**src/rtl/fl_pkg.sv**
```systemverilog
// Shared constants, field widths and FSM state encoding for the single-precision divider.
package fl_pkg;

  localparam int unsigned FL_W        = 32;
  localparam int unsigned FL_EXP_W    = 8;
  localparam int unsigned FL_MAN_W    = 23;
  localparam int unsigned FL_E_W      = 10;
  localparam int unsigned FL_EXP_BIAS = 127;
  localparam logic [FL_EXP_W-1:0] FL_EXP_MAX = 8'hFF;

  typedef enum logic [1:0] {
    IDLE   = 2'd0,
    DIVIDE = 2'd1,
    NORM   = 2'd2
  } fl_state_t;

endpackage

```
**src/rtl/fl_div_special.sv**
```systemverilog
// Combinational classification of zero/inf/NaN operands and the matching early quotient.
module fl_div_special
  import fl_pkg::*;
(
  input  logic [FL_W-1:0] in0,
  input  logic [FL_W-1:0] in1,
  output logic            special_c,
  output logic [FL_W-1:0] result_c
);

  logic sign;
  logic a_zero, a_max, b_zero, b_max;

  always_comb begin
    sign      = in0[FL_W-1] ^ in1[FL_W-1];
    a_zero    = (in0[FL_W-2:0] == '0);
    a_max     = (in0[FL_W-2:FL_MAN_W] == FL_EXP_MAX);
    b_zero    = (in1[FL_W-2:0] == '0);
    b_max     = (in1[FL_W-2:FL_MAN_W] == FL_EXP_MAX);
    special_c = 1'b0;
    result_c  = '0;
    // Dividend zero/inf/NaN passes through ahead of any divisor condition.
    if (a_zero || a_max) begin
      special_c = 1'b1;
      result_c  = {sign, in0[FL_W-2:0]};
    end else if (b_zero) begin
      special_c = 1'b1;
      result_c  = {sign, FL_EXP_MAX, FL_MAN_W'(0)};
    end else if (b_max) begin
      special_c = 1'b1;
      result_c  = {sign, (FL_W-1)'(0)};
    end
  end

endmodule

```
**src/rtl/fl_div_32bit.sv**
```systemverilog
// Sequential restoring IEEE-754 single divider, one quotient bit per cycle.
// Define FL_DIV_ROUND_EN for an extra iteration plus sticky bit and round-to-nearest-even.
module fl_div_32bit
  import fl_pkg::*;
#(
  parameter int unsigned EXP_BIAS = FL_EXP_BIAS
) (
  input  logic            clk,
  input  logic            rst_n,
  input  logic            start,
  input  logic [FL_W-1:0] in0,
  input  logic [FL_W-1:0] in1,
  output logic [FL_W-1:0] quotient,
  output logic            busy,
  output logic            done
);

`ifdef FL_DIV_ROUND_EN
  localparam int unsigned ITER = 26;
`else
  localparam int unsigned ITER = 25;
`endif
  localparam int unsigned REM_W = 25;
  localparam int unsigned DIV_W = FL_MAN_W + 1;
  localparam int unsigned CNT_W = 5;

  fl_state_t state, state_nxt;

  logic [REM_W-1:0]        rem, rem_sel, rem_nxt;
  logic [REM_W:0]          diff;
  logic [DIV_W-1:0]        divisor;
  logic [ITER-1:0]         q;
  logic [CNT_W-1:0]        cnt;
  logic signed [FL_E_W-1:0] e_base, e_adj;
  logic                    sign, qbit, last_c;
  logic                    spec_c;
  logic [FL_W-1:0]         spec_res_c, norm_res_c, quotient_nxt;
  logic                    done_nxt;
  logic [FL_MAN_W-1:0]     mant;
`ifdef FL_DIV_ROUND_EN
  logic [DIV_W-1:0]        mant_rnd;
  logic                    guard, sticky;
`endif

  fl_div_special u_special (
    .in0       (in0),
    .in1       (in1),
    .special_c (spec_c),
    .result_c  (spec_res_c)
  );

  // One restoring step: subtract when the partial remainder covers the divisor.
  always_comb begin
    diff    = {1'b0, rem} - {2'b00, divisor};
    qbit    = ~diff[REM_W];
    rem_sel = qbit ? diff[REM_W-1:0] : rem;
    rem_nxt = rem_sel << 1;
    last_c  = (cnt == CNT_W'(ITER - 1));
  end

  always_ff @(posedge clk or negedge rst_n) begin
    if (!rst_n) begin
      rem     <= '0;
      divisor <= '0;
      q       <= '0;
      cnt     <= '0;
      e_base  <= '0;
      sign    <= 1'b0;
    end else if (state == IDLE) begin
      if (start && !spec_c) begin
        rem     <= {2'b01, in0[FL_MAN_W-1:0]};
        divisor <= {1'b1, in1[FL_MAN_W-1:0]};
        q       <= '0;
        cnt     <= '0;
        e_base  <= FL_E_W'(in0[FL_W-2:FL_MAN_W]) - FL_E_W'(in1[FL_W-2:FL_MAN_W])
                   + FL_E_W'(EXP_BIAS);
        sign    <= in0[FL_W-1] ^ in1[FL_W-1];
      end
    end else if (state == DIVIDE) begin
      rem <= rem_nxt;
      q   <= {q[ITER-2:0], qbit};
      cnt <= cnt + CNT_W'(1);
    end
  end

  // Normalise the quotient bits, optionally round, then saturate the exponent.
  always_comb begin
    e_adj = e_base;
`ifdef FL_DIV_ROUND_EN
    if (q[ITER-1]) begin
      mant   = q[ITER-2:2];
      guard  = q[1];
      sticky = q[0] | (|rem);
    end else begin
      mant   = q[ITER-3:1];
      guard  = q[0];
      sticky = |rem;
      e_adj  = e_base - FL_E_W'(1);
    end
    mant_rnd = {1'b0, mant} + DIV_W'(guard & (sticky | mant[0]));
    mant     = mant_rnd[FL_MAN_W-1:0];
    if (mant_rnd[FL_MAN_W]) e_adj = e_adj + FL_E_W'(1);
`else
    if (q[ITER-1]) begin
      mant = q[ITER-2:1];
    end else begin
      mant  = q[ITER-3:0];
      e_adj = e_base - FL_E_W'(1);
    end
`endif
    if (e_adj >= 10'sd255)    norm_res_c = {sign, FL_EXP_MAX, FL_MAN_W'(0)};
    else if (e_adj <= 10'sd0) norm_res_c = {sign, (FL_W-1)'(0)};
    else                      norm_res_c = {sign, e_adj[FL_EXP_W-1:0], mant};
  end

  always_ff @(posedge clk or negedge rst_n) begin
    if (!rst_n) state <= IDLE;
    else        state <= state_nxt;
  end

  always_comb begin
    state_nxt = state;
    case (state)
      IDLE:    if (start && !spec_c) state_nxt = DIVIDE;
      DIVIDE:  if (last_c) state_nxt = NORM;
      NORM:    state_nxt = IDLE;
      default: state_nxt = IDLE;
    endcase
  end

  always_comb begin
    quotient_nxt = quotient;
    done_nxt     = 1'b0;
    case (state)
      IDLE: if (start && spec_c) begin
        quotient_nxt = spec_res_c;
        done_nxt     = 1'b1;
      end
      NORM: begin
        quotient_nxt = norm_res_c;
        done_nxt     = 1'b1;
      end
      default: ;
    endcase
  end

  always_ff @(posedge clk or negedge rst_n) begin
    if (!rst_n) begin
      quotient <= '0;
      done     <= 1'b0;
      busy     <= 1'b0;
    end else begin
      quotient <= quotient_nxt;
      done     <= done_nxt;
      busy     <= (state_nxt != IDLE);
    end
  end

endmodule
```
**config.mk**
```make
export PLATFORM = sky130hd
export DESIGN_NAME = fl_div_32bit
export DESIGN_NICKNAME = d
export VERILOG_FILES = /design/src/rtl/fl_pkg.sv /design/src/rtl/fl_div_special.sv /design/src/rtl/fl_div_32bit.sv
export SDC_FILE = /design/constraint.sdc
export NUM_CORES = 1
export LEC_CHECK = 0
export CORE_UTILIZATION = 60
export DETAILED_ROUTE_END_ITERATION = 10
export PLACE_DENSITY = 0.86
export SLEW_MARGIN = 20
export SYNTH_ARGS = -nofsm -noshare
export SYNTH_HDL_FRONTEND = slang
export SYNTH_SLANG_ARGS = --single-unit
```
**constraint.sdc**
```tcl
create_clock -name clk -period 4.16 [get_ports clk]
set_input_delay 0.416 -clock clk [delete_from_list [all_inputs] [get_ports clk]]
set_output_delay 0.416 -clock clk [all_outputs]
set_load 0.1 [all_outputs]
```
==> reports/metrics.cfg, run 1 <==
[yosys]
synth_edf_count=0
async_flop_share=1.000
syn_inst=903
ys.flop_type=dfrtp_1
synth_seq_cells=126
syn-cell-area_sq_um=7914
synth.distinct_cells=62
avgSynthCellArea_sq_um=8.764
ys_seq_area_frac=0.3984
yosysWarnings=0
syn-num-nets=1008

[sta]
finalSetupTns_ns=0
setup_viol=0
final_max_slew_viol_count=0
worst_pin_slew_ns=1.039
slew_headroom=0.3049
finalCriticalPeriod_ns=3.188
rsz0062_at_grt=no
skew_ns=0.005744
finalCritPeriodShare=0.7663
hold_viol_final=0
fmax_mhz=313.7

[detailed_routing]
final_antenna_net_count=0
drt-total-wl_mm=21.68
viasPerCell=6.217
drt_pre_antenna_iters=5
drtIter0Drc=800
avgRoutedWirePerCell_um=18.48
drc=0
routed-via-count=7292

[clock_tree]
htree_levels=4
cts_resized=0
postCtsSetupBuffers=0
holdBufCountCts=0
clk_pin_slew_ns=0.05
clk_path_buf_depth=2
cts_inserted_buffers=17
clockRootBuffer=clkbuf_16
tritoncts=yes
clock-sinks=126
clock_latency_ns=0.42

[global_routing]
grt_antenna_before_repair=0
grt_pass1_wl_mm=34.76
grt_overflow=0
grt_pass1_vias=7051
grtUsageTotal=0.3365
grt_max_degree=91

[die]
fp.dieH_um=116.8
die-area_sq_um=13650
rows=41
initial_utilization=0.6220
core_sq_um=12720
io_pins=101
die_w_um=116.8

[critical_path]
critPathKind=reg2reg
critical_path.endpoint_type=flop
path_max_fanout=9
critPathLaunchType=flop
crit_arrival_ns=3.46
rr_worst_depth=10
r2r_start=rem[1]
worst_ep_required_time_ns=4.44
reg2reg_slack_ns=0.97
regToRegEndpoint=rem[4]

[run_status]
status=finished, final reports clean

[place]
gp_congestion=0.9310
hpwl_mm=15.33
io_buffers=100

[pwr]
power.density_nw_per_um2=793.1
irDropWorstVdd_mv=0.5765
power.leakage_nw=3.976

[worst_hold_path]
min-delay-path-class=in2async

[finish]
fin_nets=1097
drive_gt1_frac=0.06693
fin_util=0.7566
layout_common_cells=nand2_1, dfrtp_1, clkdlybuf4s50_1
num_antenna_cells=0
area_growth_pct=21.63
layout_commonest_cell=nand2_1

[job]
maxCapViolations=0

layout make-up:
class | instances | area, sq um
fillers | 922 | 3097
clock buffers | 19 | 432.9
well taps | 172 | 215.2
inverters | 50 | 187.7
clock inverters | 9 | 122.6
multi-input cells | 682 | 4403
flip-flops and latches | 126 | 3153
repair buffers | 115 | 1111
metrics by stage:
step                      std cells  cell area (sq um)  hold slack (ns)  setup WS [ns]  total power, mW
final                          1173               9625          0.07254         0.9722            7.634
after global routing           1173               9625           0.1269         0.7061            8.189
after CTS                      1173               9625          0.09464          1.018            7.567
after detailed placement       1145               9070           0.4472         0.8655            6.055
after global placement         1145               9070           0.4328         0.9225            5.913
after floorplan                 903               7914           0.1204          1.485            5.055
per-layer routing:
layer	routed length, um	vias to the layer above	GRT usage
met1	9074	3478	0.4321
met2	10520	326	0.5554
met4	724	0	0.1578
met5	0	-	0
met3	1358	62	0.06128
li1	-	3426	-
flip-flops by register name, indices dropped and copies added, names as in the netlist:
name	flops
busy	1
done	1
quotient	32
q	25
e_base	10
state	2
rem	25
cnt	5
sign	1
divisor	24
report_power, final:
| group | leakage [nW] | total (mW) | internal (mW) | switching (mW) |
|---|---|---|---|---|
| logic | 2.10 | 4.15 | 1.72 | 2.43 |
| clock network | 0.274 | 1.43 | 0.920 | 0.515 |
| registers | 1.60 | 2.05 | 1.67 | 0.378 |
| total | 3.98 | 7.63 | 4.31 | 3.33 |
critical path: stages (launching register included):
cell	delay, ns
dfrtp_1	0.42
ha_1	0.30
nor2b_1	0.17
o2111ai_1	0.17
a31oi_1	0.33
a21oi_1	0.22
o22ai_1	0.31
a41o_1	0.48
buf_4	0.28
mux2i_1	0.26
a21oi_1	0.10
worst max path at each step:
stage / slack [ns] / startpoint / end / depth (start not counted)
after global placement: 0.92 / in0[20] / quotient[26] / 9
after floorplan: 1.49 / e_base[0] / quotient[14] / 11
after CTS: 1.02 / divisor[1] / rem[4] / 11
after detailed placement: 0.87 / in0[20] / quotient[25] / 9
final: 0.97 / rem[1] / rem[4] / 10
after global routing: 0.71 / divisor[1] / rem[8] / 11
Yosys cell counts (3+ instances only):
cell | n | area share
o21ai_0 | 94 | 0.059
a2bb2oi_1 | 18 | 0.020
nand3_1 | 18 | 0.011
or3_1 | 16 | 0.013
nand4_1 | 13 | 0.010
or2_2 | 4 | 0.0032
nor2b_1 | 9 | 0.0071
a2bb2oi_2 | 5 | 0.0095
clkbuf_1 | 34 | 0.016
nor2_1 | 38 | 0.018
o2111ai_1 | 3 | 0.0033
o211ai_1 | 6 | 0.0057
inv_1 | 50 | 0.024
o22ai_1 | 6 | 0.0047
o21a_1 | 7 | 0.0066
dfrtp_1 | 126 | 0.40
o21ai_1 | 20 | 0.013
a21boi_0 | 3 | 0.0028
o21bai_1 | 15 | 0.014
a21oi_1 | 43 | 0.027
mux2_2 | 8 | 0.011
xnor2_1 | 21 | 0.023
nor3_1 | 17 | 0.011
xor2_1 | 13 | 0.014
a21o_1 | 3 | 0.0028
o221ai_1 | 3 | 0.0033
and3_1 | 6 | 0.0047
buf_6 | 3 | 0.0043
a31oi_1 | 8 | 0.0063
ha_1 | 36 | 0.057
buf_1 | 3 | 0.0014
or4_1 | 6 | 0.0057
nand2_1 | 139 | 0.066
mux2i_1 | 41 | 0.052
a22o_1 | 8 | 0.0089
buf_2 | 5 | 0.0032
o31ai_1 | 6 | 0.0057
nor4_1 | 17 | 0.013
cell families after synthesis:
logic type	count (synthesis)	synth area share
compound gates	263	0.2101
xor+xnor	35	0.03968
fa+ha+maj	38	0.06198
buf+inv	95	0.04869
flops	126	0.3984
mux	49	0.06324
simple gates	297	0.1779
Power figures use the tool's default switching activity.
==> run 2, diff against run 1 <==
--- a/config.mk
+++ b/config.mk
@@ -5,9 +5,9 @@
 export SDC_FILE = /design/constraint.sdc
 export NUM_CORES = 1
 export LEC_CHECK = 0
-export CORE_UTILIZATION = 60
+export CORE_UTILIZATION = 56
 export DETAILED_ROUTE_END_ITERATION = 10
-export PLACE_DENSITY = 0.86
+export PLACE_DENSITY = 0.81
 export SLEW_MARGIN = 20
 export SYNTH_ARGS = -nofsm -noshare
 export SYNTH_HDL_FRONTEND = slang
==> constraint.sdc (replaced) <==
create_clock -name clk -period 3.2 [get_ports clk]
set_input_delay 0.32 -clock clk [delete_from_list [all_inputs] [get_ports clk]]
set_output_delay 0.32 -clock clk [all_outputs]
set_load 0.1 [all_outputs]
==> run 2 against run 1 <==
  * Sequential power grew 29%
  * Sequential share of layout area decreased by 1.3 points
  * Combinational power is 32% higher
  * Final area grew 4.2%
==> reports/metrics.cfg, run 2 (synthesis gave the netlist of run 1 again) <==
[sta]
finalSetupTns_ns=0  ; unchanged
worst_pin_slew_ns=0.9927  ; -0.04672 ns
hold_viol_final=0  ; unchanged
setup_viol=0  ; unchanged
slew_headroom=0.3362  ; +0.03124
rsz0062_at_grt=no
setup_slack_ns=0.1922  ; -0.7800 ns
fmax_mhz=332.5  ; +6.0%
finalCriticalPeriod_ns=3.008  ; -0.1800 ns
skew_ns=0.01187  ; +0.006121 ns
finalCritPeriodShare=0.9399  ; +0.1736
final_max_slew_viol_count=0  ; unchanged

[clock_tree]
clockRootBuffer=clkbuf_16
htree_levels=4  ; unchanged
clock_latency_ns=0.43  ; about the same
clk_path_buf_depth=2  ; unchanged
postCtsSetupBuffers=0  ; unchanged
clk_pin_slew_ns=0.06  ; about the same
tritoncts=yes
cts_inserted_buffers=17  ; unchanged
clock-sinks=126  ; unchanged

[die]
fp.dieH_um=120.9  ; +3.4%
rows=43  ; +4.9%
die-area_sq_um=14610  ; +7.0%
die_w_um=120.9  ; +3.4%
io_pins=101  ; unchanged
core_sq_um=13830  ; +8.7%
initial_utilization=0.5723  ; -0.04970

[critical_path]
critical_path.endpoint_type=flop
rr_worst_depth=11  ; +1
crit_arrival_ns=3.28  ; -0.18 ns
cp_num_buf_inv=2  ; +1
worst_ep_required_time_ns=3.47  ; -0.97 ns
critPathLaunchType=flop
path_max_fanout=23  ; +14
regToRegEndpoint=quotient[2]
crit_path_cell_trace=inv_1, ha_1, nor2b_1, xnor2_1, or4_1, o41a_1, o21ai_4, or2_1, buf_12, a2bb2oi_1, o21ai_0
reg2reg_slack_ns=0.19  ; -0.78 ns
critPathMaxStageDelay_ns=0.47  ; about the same
critPathKind=reg2reg
crit_family=compound AO/OA/AOI/OAI gates
r2r_start=e_base[0]
crit_slowest_cell=or4_1

[worst_hold_path]
holdPathStages=2
min-delay-path-class=reg2reg
hold_end=divisor[23]
holdCritStartpoint=divisor[23]

[detailed_routing]
viasPerCell=6.023  ; -3.1%
drt-total-wl_mm=21.90  ; +1.0%
drtIter0Drc=505  ; -37%
avgRoutedWirePerCell_um=17.96  ; -2.8%
drc=0  ; unchanged
drt_pre_antenna_iters=5  ; unchanged
final_antenna_net_count=0  ; unchanged
routed-via-count=7342  ; +0.69%

[finish]
num_antenna_cells=0  ; unchanged
largest_register_ffs=32  ; unchanged
regArea_sq_um=3153  ; unchanged
top_regs=quotient: 32 flops, q: 25 flops, rem: 25 flops
multi_input_area_sq_um=4410  ; +0.17%
layout_common_cells=nand2_1, dfrtp_1, clkdlybuf4s50_1
fillers=1015  ; +10%
layout_commonest_cell=nand2_1
fin_nets=1133  ; +3.3%
largest_register=quotient
area_growth_pct=26.75
fin_cells=1219  ; +3.9%
drive_gt1_frac=0.1001  ; +0.03316

[pwr]
seq_power_share=0.260  ; -0.008
power.internal_mw=5.837  ; +35%
power_frac_comb=0.538  ; -0.006
clkPwrFrac=0.202  ; +0.014
switching_share=0.4267  ; -0.009031
power.leakage_nw=4.192  ; +5.4%
p_sw_mw=4.344  ; +31%
irDropWorstVdd_mv=0.6128  ; +6.3%
power.density_nw_per_um2=1015  ; +28%

[run_status]
status=finished, final reports clean

[place]
hpwl_mm=15.52  ; +1.2%
pre_cts_ws_ns=-0.05484  ; -0.9204 ns
dpl.cell_count=1188  ; +3.8%
io_buffers=100  ; unchanged
gp_congestion=0.9611  ; +3.2%

[job]
maxCapViolations=0  ; unchanged

[global_routing]
grtUsageTotal=0.3188  ; -0.01769
grt_pass1_wl_mm=36.16  ; +4.0%
grt_max_degree=56  ; -38%
grt_pass1_vias=7245  ; +2.8%
grt_overflow=0  ; unchanged
grt_antenna_before_repair=0  ; unchanged

[run 2: cell count changes in the layout (fill, tap and decap cells not counted), moves of 2 or more]
| cell | previous run | this run |
|---|---|---|
| buf_12 | 0 | 4 |
| clkinvlp_4 | 1 | 3 |
| clkbuf_8 | 0 | 2 |
| buf_4 | 16 | 47 |
| clkinv_2 | 5 | 0 |
[run 2: worst max-delay path by stage]
stage / start / endpoint / slack, ns / depth (start not counted)
3_3_place_gp: in0[23] / e_base[8] / 0.04 / 13
3_5_place_dp: in0[30] / rem[12] / -0.05 / 10
6_report: e_base[0] / quotient[2] / 0.19 / 11
4_1_cts: e_base[0] / quotient[2] / 0.08 / 11
2_1_floorplan: e_base[0] / quotient[14] / 0.53 / 11
5_1_grt: e_base[0] / quotient[2] / 0.006 / 11
[run 2: repair_timing]
action	4_1_cts	5_1_grt
endpoints found under the hold margin	31	0
resized for setup	0	4
setup endpoints to repair	0	14
hold buffers	1	0
[run 2: per-layer routing]
metal,share of wire,track usage,vias up
met5,0,0,-
met4,0.031,0.1381,0
met3,0.055,0.05733,49
met2,0.48,0.5186,277
met1,0.43,0.4167,3517
li1,-,-,3499
[run 2: stage by stage]
step | hold slack (ns) | util | cell area (sq um) | total power, mW
after floorplan | 0.02441 | - | 7914 | 6.571
after global placement | 0.4281 | 0.6784 | 9380 | 7.801
after detailed placement | 0.4303 | 0.6784 | 9380 | 7.951
after CTS | 0.4534 | 0.7240 | 10010 | 10.10
after global routing | 0.4920 | 0.7255 | 10030 | 10.93
final | 0.4555 | 0.7255 | 10030 | 10.18
[run 2: cell type report]
type	count	share of cell area
multi-input cells	682	0.4397
flip-flops and latches	126	0.3143
repair buffers	151	0.1429
clock buffers	21	0.04590
well taps	180	0.02245
inverters	50	0.01871
clock inverters	9	0.01597
[run 2: power by group through the flow]
stage	logic [mW]	clock network (mW)	registers (mW)
2_1_floorplan	4.01	0	2.56
3_3_place_gp	5.18	0	2.62
3_5_place_dp	5.31	0	2.64
4_1_cts	5.41	2.06	2.62
5_1_grt	6.10	2.13	2.70
6_report	5.48	2.05	2.64
[run 2: worst register-to-register path, delay by kind of cell (launching register included)]
kind	cells	cell delay [ns]
compound gates	4	0.95
simple gates	3	0.81
flops	1	0.43
buf+inv	2	0.28
fa+ha+maj	1	0.23
xor+xnor	1	0.16
==> run 3, diff against run 2 <==
==> constraint.sdc (replaced) <==
create_clock -name clk -period 3.2 [get_ports clk]
set_input_delay 0.96 -clock clk [delete_from_list [all_inputs] [get_ports clk]]
set_output_delay 0.96 -clock clk [all_outputs]
set_load 0.1 [all_outputs]
==> run 3 against run 2 <==
  * Register-to-register slack hardly changed
  * Global-route usage grew 0.18 points
  * First-iteration DRC count rose by 45%
  * Critical endpoint is now rem[20]
  * Largest cell class unchanged
==> reports/metrics.cfg, run 3 (synthesis gave the netlist of run 1 again) <==
[critical_path]
crit_slowest_cell=clkdlybuf4s50_1
setup.worst_path.start=in0[23]
cp_num_buf_inv=5  ; +3
regToRegEndpoint=quotient[10]
path_max_fanout=10  ; -57%
crit_family=buffers and inverters
r2r_start=e_base[5]
rr_worst_depth=9  ; -2
cpMostUsedCell=buf_4
reg2reg_slack_ns=0.19  ; about the same
critPathMaxStageDelay_ns=0.48  ; about the same
critical_path.endpoint_type=flop
critPathKind=in2reg
critPathLaunchType=primary input
crit_path_cell_trace=clkdlybuf4s50_1, buf_4, nor4_1, buf_4, nand4_1, o22ai_1, buf_4, nor4_4, buf_12, mux2i_1, nor2_1, a21oi_2, o221ai_1
crit_arrival_ns=3.41  ; +0.13 ns
worst_ep_required_time_ns=3.50  ; +0.03 ns

[clock_tree]
cts_inserted_buffers=17  ; unchanged
clk_pin_slew_ns=0.06  ; about the same
clk_path_buf_depth=2  ; unchanged
clockRootBuffer=clkbuf_16
tritoncts=yes
postCtsSetupBuffers=0  ; unchanged
clock-sinks=126  ; unchanged
htree_levels=4  ; unchanged
holdBufCountCts=0  ; -1
clock_latency_ns=0.42  ; about the same

[detailed_routing]
final_antenna_net_count=0  ; unchanged
routed-via-count=7582  ; +3.3%
drt-total-wl_mm=22.66  ; +3.5%
drt_pre_antenna_iters=7  ; +2
drc=0  ; unchanged
drtIter0Drc=733  ; +45%
viasPerCell=5.965  ; -0.96%
avgRoutedWirePerCell_um=17.83  ; -0.74%

[pwr]
irDropWorstVdd_mv=0.7027  ; +15%
switching_share=0.4258  ; -0.0008493
power.leakage_nw=4.548  ; +8.5%
seq_power_share=0.252  ; -0.008
power_frac_comb=0.540  ; +0.002
power.internal_mw=5.992  ; +2.7%
clkPwrFrac=0.208  ; +0.006
p_total_mw=10.44  ; +2.5%
power.density_nw_per_um2=1001  ; -1.3%
p_sw_mw=4.444  ; +2.3%

[sta]
finalCritPeriodShare=0.9737  ; +0.03371
fin_hold_ws_ns=0.4565  ; +0.0009630 ns
final_max_slew_viol_count=0  ; unchanged
fmax_mhz=321.0  ; -3.5%
hold_viol_final=0  ; unchanged
rsz0062_at_grt=no
finalCriticalPeriod_ns=3.116  ; +0.1079 ns
setup_viol=0  ; unchanged
slew_headroom=0.5904  ; +0.2543
skew_ns=0.006028  ; -0.005837 ns
worst_pin_slew_ns=0.6143  ; -0.3783 ns

[run_status]
status=finished, final reports clean

[die]
core_sq_um=13830  ; unchanged
rows=43  ; unchanged
die-area_sq_um=14610  ; unchanged
initial_utilization=0.5723  ; unchanged
io_pins=101  ; unchanged
fp.dieH_um=120.9  ; unchanged
die_w_um=120.9  ; unchanged

[finish]
area_growth_pct=31.70
largest_register=quotient
fin_cells=1271  ; +4.3%
regArea_sq_um=3153  ; unchanged
fin_util=0.7538  ; +0.02832
fillers=948  ; -6.6%
layout_commonest_cell=nand2_1
top_regs=quotient: 32 flops, q: 25 flops, rem: 25 flops
largest_register_ffs=32  ; unchanged
layout_common_cells=nand2_1, buf_4, dfrtp_1
drive_gt1_frac=0.1787  ; +0.07864
multi_input_area_sq_um=4410  ; unchanged
fin_nets=1183  ; +4.4%
num_antenna_cells=0  ; unchanged
stdcell_area_sq_um=10420  ; +3.9%

[global_routing]
grt_pass1_wl_mm=36.14  ; about the same
grt_max_degree=46  ; -18%
grt_overflow=0  ; unchanged
grt_pass1_vias=7433  ; +2.6%
grtUsageTotal=0.3206  ; +0.001797
grt_antenna_before_repair=0  ; unchanged

[place]
hpwl_mm=15.95  ; +2.8%
dpl_cell_area_sq_um=9753  ; +4.0%
dpl.cell_count=1239  ; +4.3%
io_buffers=100  ; unchanged
gp_congestion=0.9214  ; -4.1%

[worst_hold_path]
holdPathStages=2  ; unchanged
hold_end=divisor[23]
min-delay-path-class=reg2reg
holdCritStartpoint=divisor[23]

[job]
maxCapViolations=0  ; unchanged

## run 3: cell types whose count changed in the layout (fill, tap and decap cells not counted), sizes merged
cell	delta
buf	+85
clkbuf	-4
dlygate4sd3	-1
dlymetal6s2s	+1
inv	+3
clkinv	+2
clkdlybuf4s50	-35
bufinv	+1
## run 3: power groups by stage
stage	logic [mW]	registers, mW	clock network [mW]
2_1_floorplan	4.01	2.56	0
3_3_place_gp	5.31	2.61	0
3_5_place_dp	5.47	2.63	0
4_1_cts	5.56	2.62	2.18
5_1_grt	6.19	2.68	2.25
6_report	5.64	2.63	2.17
## run 3: how the worst max path moves through the flow
stage / endpoint / slack [ns] / depth (start not counted)
after floorplan: e_base[8] / 0.26 / 12
after global placement: e_base[8] / -0.24 / 12
after detailed placement: rem[20] / -0.34 / 12
after CTS: rem[20] / 0.07 / 12
after global routing: rem[20] / 0.003 / 13
final: rem[20] / 0.08 / 13
## run 3: per-stage QoR
step	setup TNS (ns)	setup WS [ns]
3_5_place_dp	-15.24	-0.3444
6_report	0	0.08430
2_1_floorplan	0	0.2574
3_3_place_gp	-9.739	-0.2395
5_1_grt	0	0.002775
4_1_cts	0	0.07367
## run 3: worst min-delay path: stages (launching register included)
cell and delay [ns]:
dfrtp_1 0.32, inv_1 0.05, nand2_1 0.05
## run 3: final cells by class
| class | count | area share |
|---|---|---|
| timing repair buffer | 201 | 0.1714 |
| multi-input combinational | 682 | 0.4232 |
| clock buffer | 17 | 0.04082 |
| tap | 180 | 0.02161 |
| inverter | 50 | 0.01801 |
| clock inverter | 15 | 0.02245 |
| sequential | 126 | 0.3025 |
## run 3: metal layers
metal  global-route usage  wire length, um  share of wire  vias to the layer above
met3              0.05780             1357          0.060                       65
li1                     -                -              -                     3598
met2               0.5271            10860           0.48                      274
met1               0.4091             9601           0.42                     3645
met5                    0                0              0                        -
met4               0.1505              845          0.037                        0
## run 3: repair_timing
action                     in CTS  in global routing
hold endpoints to repair        0                  0
setup endpoints to repair       0                  3
gates resized for setup         0                  3
